File: src/rtl/mcs4_pkg.sv
// Shared MCS-4 types, I/O-RAM opcodes and RAM chip sizing.
// Latency: n/a (declarations and combinational helper functions only).
// Backpressure: n/a.
package mcs4_pkg;

  // One bus character (4 bits).
  typedef logic [3:0] char_t;

  // RAM addressing fields carried by the two SRC nibbles.
  typedef logic [1:0] ram_chip_sel_t;   // SRC high nibble [3:2]
  typedef logic [1:0] ram_reg_sel_t;    // SRC high nibble [1:0]
  typedef logic [3:0] ram_char_sel_t;   // SRC low nibble
  typedef logic [1:0] ram_schar_sel_t;  // status character, from the opcode

  // Eight machine phases per instruction, plus IDLE before the first sync.
  typedef enum logic [3:0] {
    CYC_IDLE = 4'd0,
    CYC_A1   = 4'd1,
    CYC_A2   = 4'd2,
    CYC_A3   = 4'd3,
    CYC_M1   = 4'd4,
    CYC_M2   = 4'd5,
    CYC_X1   = 4'd6,
    CYC_X2   = 4'd7,
    CYC_X3   = 4'd8
  } instr_cyc_t;

  // Storage per chip: 4 registers x 16 main characters, 4 x 4 status characters.
  localparam int Ram_words_per_chip        = 64;
  localparam int Ram_status_words_per_chip = 16;

  // I/O-RAM command OPA values (OPR = 4'hE).
  localparam char_t OPA_WRM = 4'h0;
  localparam char_t OPA_WMP = 4'h1;
  localparam char_t OPA_WRR = 4'h2;
  localparam char_t OPA_UND = 4'h3;
  localparam char_t OPA_WR0 = 4'h4;
  localparam char_t OPA_WR1 = 4'h5;
  localparam char_t OPA_WR2 = 4'h6;
  localparam char_t OPA_WR3 = 4'h7;
  localparam char_t OPA_SBM = 4'h8;
  localparam char_t OPA_RDM = 4'h9;
  localparam char_t OPA_RDR = 4'hA;
  localparam char_t OPA_ADM = 4'hB;
  localparam char_t OPA_RD0 = 4'hC;
  localparam char_t OPA_RD1 = 4'hD;
  localparam char_t OPA_RD2 = 4'hE;
  localparam char_t OPA_RD3 = 4'hF;

  // Commands for which the RAM chip drives the bus in X2.
  function automatic logic is_ram_read(char_t opa);
    case (opa)
      OPA_SBM, OPA_RDM, OPA_ADM,
      OPA_RD0, OPA_RD1, OPA_RD2, OPA_RD3: return 1'b1;
      default:                            return 1'b0;
    endcase
  endfunction

  // Commands for which the RAM chip captures the bus in X2.
  function automatic logic is_ram_write(char_t opa);
    case (opa)
      OPA_WRM, OPA_WMP,
      OPA_WR0, OPA_WR1, OPA_WR2, OPA_WR3: return 1'b1;
      default:                            return 1'b0;
    endcase
  endfunction

endpackage

File: src/rtl/mcs4_cycle_tracker.sv
// Machine-phase tracker: IDLE until sync, then A1..X3 repeating; sync forces A1.
// Latency: phase_o is registered; sync_i seen on an edge gives A1 for the following clock.
// Backpressure: none; free-running once synced.
//
// Ports:
//   clk     in   machine phase clock
//   rst     in   async active-high reset -> IDLE
//   sync_i  in   high during X3 (or any phase, to resync)
//   phase_o out  current phase
module mcs4_cycle_tracker
  import mcs4_pkg::*;
(
  input  logic       clk,
  input  logic       rst,
  input  logic       sync_i,
  output instr_cyc_t phase_o
);

  instr_cyc_t state_q, state_d;

  always_ff @(posedge clk or posedge rst) begin
    if (rst) state_q <= CYC_IDLE;
    else     state_q <= state_d;
  end

  always_comb begin
    state_d = state_q;
    if (sync_i) begin
      // Resync from any state, including IDLE and mid-instruction phases.
      state_d = CYC_A1;
    end else begin
      case (state_q)
        CYC_IDLE: state_d = CYC_IDLE;
        CYC_A1:   state_d = CYC_A2;
        CYC_A2:   state_d = CYC_A3;
        CYC_A3:   state_d = CYC_M1;
        CYC_M1:   state_d = CYC_M2;
        CYC_M2:   state_d = CYC_X1;
        CYC_X1:   state_d = CYC_X2;
        CYC_X2:   state_d = CYC_X3;
        CYC_X3:   state_d = CYC_A1;
        default:  state_d = CYC_IDLE;
      endcase
    end
  end

  assign phase_o = state_q;

endmodule

File: src/rtl/mcs4_ram_chip.sv
// One 4002-style data RAM chip on the MCS-4 bus: SRC decode, I/O-RAM commands, 4-bit output port.
// Latency: reads drive the bus combinationally during X2; writes commit on the edge ending X2.
// Backpressure: none; the chip follows the CPU bus timing and cannot stall it.
//
// Ports:
//   clk        in   machine phase clock
//   rst        in   async active-high reset
//   sync_i     in   X3 marker from the CPU
//   cm_ram_i   in   this bank's CM-RAM line
//   data_i     in   CPU-driven bus nibble
//   data_o     out  chip-driven bus nibble (0 when not driving)
//   data_oe    out  bus drive enable (X2 of a selected read only)
//   out_port_o out  output port register, loaded by WMP
module mcs4_ram_chip
  import mcs4_pkg::*;
#(
  parameter ram_chip_sel_t CHIP_ID = 2'd0
) (
  input  logic       clk,
  input  logic       rst,
  input  logic       sync_i,
  input  logic       cm_ram_i,
  input  logic [3:0] data_i,
  output logic [3:0] data_o,
  output logic       data_oe,
  output logic [3:0] out_port_o
);

  instr_cyc_t phase;

  mcs4_cycle_tracker u_tracker (
    .clk     (clk),
    .rst     (rst),
    .sync_i  (sync_i),
    .phase_o (phase)
  );

  // Control state.
  char_t         cmd_opa_q,   cmd_opa_d;
  logic          cmd_valid_q, cmd_valid_d;
  logic          selected_q,  selected_d;
  ram_reg_sel_t  reg_sel_q,   reg_sel_d;
  ram_char_sel_t char_sel_q,  char_sel_d;
  logic          src_lo_q,    src_lo_d;
  char_t         out_port_q,  out_port_d;

  // Storage.
  char_t main_q [Ram_words_per_chip];
  char_t stat_q [Ram_status_words_per_chip];

  logic [5:0] main_idx;
  logic [3:0] stat_idx;
  logic       mid_sync;
  logic       exec_wr;
  logic       main_we;
  logic       stat_we;
  logic       rd_en;

  assign main_idx = {reg_sel_q, char_sel_q};
  assign stat_idx = {reg_sel_q, ram_schar_sel_t'(cmd_opa_q[1:0])};

  // A sync outside X3 means the CPU restarted the instruction: anything
  // half-decoded in this instruction is dropped and no phase action runs.
  assign mid_sync = sync_i && (phase != CYC_X3);

  // Writes only for a latched command addressed to this chip.
  assign exec_wr = !mid_sync && (phase == CYC_X2) && cmd_valid_q && selected_q &&
                   is_ram_write(cmd_opa_q);
  assign main_we = exec_wr && (cmd_opa_q == OPA_WRM);
  assign stat_we = exec_wr && (cmd_opa_q[3:2] == 2'b01);

  always_comb begin
    cmd_opa_d   = cmd_opa_q;
    cmd_valid_d = cmd_valid_q;
    selected_d  = selected_q;
    reg_sel_d   = reg_sel_q;
    char_sel_d  = char_sel_q;
    src_lo_d    = src_lo_q;
    out_port_d  = out_port_q;

    if (mid_sync) begin
      cmd_valid_d = 1'b0;
      src_lo_d    = 1'b0;
    end else begin
      case (phase)
        CYC_A1: cmd_valid_d = 1'b0;
        CYC_M2: begin
          // CM-RAM in M2 marks an I/O-RAM instruction; OPA is on the bus.
          cmd_valid_d = cm_ram_i;
          if (cm_ram_i) cmd_opa_d = data_i;
        end
        CYC_X2: begin
          if (cm_ram_i && !cmd_valid_q) begin
            // SRC high nibble: chip number and register select.
            selected_d = (data_i[3:2] == CHIP_ID);
            reg_sel_d  = data_i[1:0];
            src_lo_d   = 1'b1;
          end
          if (exec_wr && (cmd_opa_q == OPA_WMP)) out_port_d = data_i;
        end
        CYC_X3: begin
          if (src_lo_q) char_sel_d = data_i;
          src_lo_d = 1'b0;
        end
        default: ;
      endcase
    end
  end

  always_ff @(posedge clk or posedge rst) begin
    if (rst) begin
      cmd_opa_q   <= '0;
      cmd_valid_q <= 1'b0;
      selected_q  <= 1'b0;
      reg_sel_q   <= '0;
      char_sel_q  <= '0;
      src_lo_q    <= 1'b0;
      out_port_q  <= '0;
    end else begin
      cmd_opa_q   <= cmd_opa_d;
      cmd_valid_q <= cmd_valid_d;
      selected_q  <= selected_d;
      reg_sel_q   <= reg_sel_d;
      char_sel_q  <= char_sel_d;
      src_lo_q    <= src_lo_d;
      out_port_q  <= out_port_d;
    end
  end

  always_ff @(posedge clk or posedge rst) begin
    if (rst) begin
      for (int i = 0; i < Ram_words_per_chip; i++) main_q[i] <= '0;
      for (int i = 0; i < Ram_status_words_per_chip; i++) stat_q[i] <= '0;
    end else begin
      if (main_we) main_q[main_idx] <= data_i;
      if (stat_we) stat_q[stat_idx] <= data_i;
    end
  end

  // Read path: SBM/RDM/ADM have opa[2]=0 (main), RD0-RD3 have opa[2]=1 (status).
  assign rd_en = (phase == CYC_X2) && cmd_valid_q && selected_q && is_ram_read(cmd_opa_q);

  always_comb begin
    data_o = '0;
    if (rd_en) data_o = cmd_opa_q[2] ? stat_q[stat_idx] : main_q[main_idx];
  end

  assign data_oe    = rd_en;
  assign out_port_o = out_port_q;

endmodule

File: config.mk
export PLATFORM = sky130hd
export DESIGN_NAME = mcs4_ram_chip
export DESIGN_NICKNAME = d
export VERILOG_FILES = /design/src/rtl/mcs4_pkg.sv /design/src/rtl/mcs4_cycle_tracker.sv /design/src/rtl/mcs4_ram_chip.sv
export SDC_FILE = /design/constraint.sdc
export NUM_CORES = 1
export LEC_CHECK = 0
export CAP_MARGIN = 40
export CORE_UTILIZATION = 55
export DETAILED_ROUTE_END_ITERATION = 6
export GPL_TIMING_DRIVEN = 0
export PLACE_DENSITY_LB_ADDON = 0.12
export SYNTH_ARGS = -nofsm -noshare
export SYNTH_HDL_FRONTEND = slang
export SYNTH_SLANG_ARGS = --single-unit
File: constraint.sdc
create_clock -name clk -period 15.98 [get_ports clk]
set_input_delay 2.397 -clock clk [delete_from_list [all_inputs] [get_ports clk]]
set_output_delay 2.397 -clock clk [all_outputs]
set_load 0.02 [all_outputs]
==> results.md <==
Outcome:
- The flow ran to the end, and the final reports show no timing, DRC or antenna violations.

Synth:
- The mean instance size in the synthesized netlist is 13.64 sq um.
- After synthesis, the share of flip-flops with an asynchronous set or reset is 100.0%.
- The post-synthesis share of cell area spent on xor and xnor gates is 0%.
- The most instantiated flip-flop cell in the synthesis netlist is dfrtp_1.
- The synthesis warning total is 0.
- The net count after synthesis is 1204.
- By area the synthesized netlist is led by dfrtp_1, mux2_2, mux4_2, mux2i_1, a221oi_1.
- The flop and latch count out of synthesis is 341.
- Counting flops with a built-in enable in the synthesized netlist gives 0.
- The sequential share of the synthesized area is 52.55%.
- The largest total area in the synthesized netlist belongs to dfrtp_1.
- In this run the cell area of the synthesized design comes to 16240 sq um.
- The commonest cells after synthesis are mux2_2, dfrtp_1, nand2_1, clkbuf_1, nor2_1.
- The main combinational cell family by area after synthesis is multiplexers.
- The post-synthesis cell count is 1191.
- The area share of the leading cell type in the synthesized netlist is 52.55%.
- Summing the areas of all and, or, nand and nor instances in the mapped netlist gives 7.096% of the synthesized area.
- Measured against the total synthesized area, the mux share comes to 31.51%.
- By instance count, the leading cell after synthesis is mux2_2.
- The area share of fa/ha/maj cells after synthesis is 0.3852%.
- The synthesized netlist devotes 5.902% of its cell area to compound gates.
- Yosys mapped the design onto 65 distinct sky130hd cell types.

Global route:
- The met1 capacity usage during global routing is 42.04%.
- The busiest layer in global routing is met2.
- The via count of the first global-routing pass was 10855.
- Entering global routing, the biggest net connects 124 pins.
- After global routing the overflow that remains totals 0.
- The number of antenna violations at the first check in global routing was 0.
- The global-route wire length before repair is 67720 microns.
- In the global route stage, met3 resource usage came out at 6.250%.
- The total routing resource utilization after global routing is 30.28%.
- The met2 track demand over resource in global routing is 46.82%.

Detailed routing:
- The number of vias per cell after detailed routing is 6.358.
- The final routed wire length divided by cell count is 26.95 microns.
- The post-route antenna net violation count is 0.
- The initial DRC count is 980.
- The total routed wirelength is 44580 microns.
- Before antenna repair, the detailed router went through 6 iterations.
- After detailed routing, the number of remaining DRC violations is 0.
- Across all layers, the routed design uses 10516 vias.

Placement:
- The number of placed instances, taps included, is 1595.
- At the end of routability-driven placement, the weighted congestion stood at 0.9619.
- The wire-length estimate of the detail-placed layout is 31080 microns.
- The count of buffers from port buffering is 11.

Hold path:
- The path type of the worst min-delay path is flip-flop to flip-flop.
- The endpoint with the worst hold slack is stat_q[50].
- The count of cells along the worst hold path is 1.
- In this run the most critical hold path is launched from stat_q[50].

Die:
- The number of primary I/O pins is 17.
- The area of the die is 30220 sq um.
- After floorplanning, the core was divided into 62 placement rows.
- The floorplan step defined a core boundary enclosing 28860 sq um.
- The chip height is 173.8 microns.
- The die is 173.8 microns wide.
- The effective utilization at floorplan is 56.27%.

Critical path:
- The data required time at the worst endpoint is 13580 ps.
- The worst-path maximum fanout is 10.
- The most frequent cell on the critical path is buf_4.
- The arrival time of the worst setup path is 4180 ps.
- Counting both buffers and inverters, the worst setup path holds a total of 5.
- The depth of the most critical reg-to-reg path is 8.
- Setup slack on the worst reg-to-reg path comes out at 12730 ps.
- The worst setup path is captured at a primary output.
- In this design, the stage delay of the slowest critical-path cell is 590 ps.
- The critical register-to-register path startpoint is char_sel_q[2].
- The class of the most critical setup path is flip-flop to primary output.
- The signal on the critical path passes through buf_2 -> buf_4 -> buf_4 -> buf_4 -> mux2i_1 -> nand2_1 -> a41oi_1 -> o21ai_0 -> a21oi_1 -> a31oi_1 -> clkdlybuf4s50_1.
- The endpoint identified for the worst register-to-register timing path is main_q[216].
- The largest individual stage delay along the critical path comes from the cell clkdlybuf4s50_1.
- The sort of element at the start of the critical path is a flip-flop.
- The family of cells with the greatest summed delay on the critical path is buffers and inverters.

Final layout:
- For this run, the post-layout net count is 1262.
- Cells with a size suffix above 1 make up 41.57% of the layout.
- The layout overhead on the synthesized area is 11.77%.
- The final instance count without filler cells is 1654.
- The antenna cell count is 0.

STA:
- The total count of hold-check failures in the final report came to 0.
- In this run the tightest slew margin relative to its limit is 39.08%.
- The max-slew violation count came to 0.
- The number of setup violations in the final report is 0.
- The part of the cycle the worst path needs is 41.18%.
- Static timing analysis puts the maximum clock frequency at 151.9 MHz.
- Setup repair after global routing left no endpoint under its margin.
- The clock period could shrink to 6581 ps.
- The worst hold slack across all endpoints is 482.8 ps.
- The actual slew at the worst max-slew pin is 913.8 ps.
- The worst clock skew is 13.34 ps.

Clocking:
- The hold buffer count at CTS is 0.
- TritonCTS built the clock tree.
- The number of clock buffers added by TritonCTS is 36.
- The post-cts resize count is 0.
- CTS placed an instance of clkbuf_16 at the clock tree root.
- In this run the post-CTS setup repair buffer count came out at 0.
- Clock tree synthesis found a total of 341 sinks.
- The source-to-sink clock delay at the later pin of the worst-skew pair is 520 ps.
- The post-CTS clock slew at the launch and capture registers of the worst setup and hold paths is 60 ps.
- The clock passes through at most 3 buffers.
- The H-tree generated during clock tree synthesis spans 2 levels.

Power and ir drop:
- The post-layout total power is 1.964 mW.
- In this run the static leakage power is 8.662 nW.
- The worst-case IR drop observed on VDD is 0.09190 mV.
- The power density over the cells is 108.2 nW/um^2.

Run:
- The total of max-cap violations is 0.
==> report_power, final <==
part / switching [mW] / internal [mW] / total, mW
Clock: 0.335 / 0.519 / 0.854
Combinational: 0.166 / 0.0646 / 0.230
Sequential: 0.00760 / 0.873 / 0.880
==> layer usage <==
layer  vias to the layer above  routed length [microns]
met5                         -                        0
met4                         0                     1755
met3                       100                     3401
met2                       405                    20630
met1                      5528                    18790
li1                       4483                        -
==> worst max path at each step <==
stage	from	endpoint	slack, ps	cells past startpoint
floorplan	rst	char_sel_q[0]	4130	1
finish	char_sel_q[1]	data_o[2]	9400	11
global route	char_sel_q[1]	data_o[2]	9320	11
CTS	char_sel_q[1]	data_o[2]	9530	11
detailed placement	char_sel_q[1]	data_o[2]	10070	11
global placement	rst	main_q[194]	-200	2
==> stage by stage <==
step	utilization (%)	cell area [sq um]	TNS (ps)	setup WS (ps)
after floorplan	-	16240	0	4131
after global placement	58.32	16830	-53720	-198.1
after detailed placement	58.78	16960	0	10070
after CTS	62.90	18150	0	9532
after global routing	62.90	18150	0	9321
final	62.90	18150	0	9399
==> cell type report <==
cell class                 count  area (sq um)
inverter                       7         33.78
clock buffer                  52          1052
tap                          384         480.5
clock inverter                 7         135.1
timing repair buffer          20         236.5
fill                        2266         10710
buffer                        85         389.1
sequential                   341          8533
multi-input combinational    758          7291
==> kinds of logic (layout without fill, tap and decap cells) <==
family | count (synthesis) | count (layout)
buffers and inverters | 92 | 171
and+or+nand+nor | 193 | 193
adders and majority gates | 5 | 5
DFF | 341 | 341
muxes | 428 | 428
AOI/OAI and AO/OA | 132 | 132
==> cells in the final DEF (no fill, tap or decap), types with 4 or more instances in the layout <==
cell             instances
a221oi_1                31
mux2i_1                 41
nor3_4                   4
mux4_2                  31
buf_6                    5
a21oi_1                 12
buf_4                    8
buf_2                   21
nor2_1                  47
o21ai_0                 27
and2_1                   5
clkbuf_16               37
ha_1                     5
o22ai_1                  7
a31oi_1                  5
a22oi_1                 22
nor2_2                  14
nand2_4                  7
nand2_2                  4
dfrtp_1                341
nor2_4                  15
nand2_1                 57
nor2b_1                 11
clkdlybuf4s50_1         11
mux2_2                 354
inv_1                    5
nand3_1                  7
clkbuf_8                 8
bufinv_16                4
clkbuf_1                61
==> flip-flops by register name (all words and copies together), names as in the netlist <==
register	count
selected_q	1
out_port_o	4
reg_sel_q	2
src_lo_q	1
u_tracker.phase_o	4
stat_q	64
cmd_valid_q	1
char_sel_q	4
main_q	256
cmd_opa_q	4
Power figures use the tool's default switching activity.
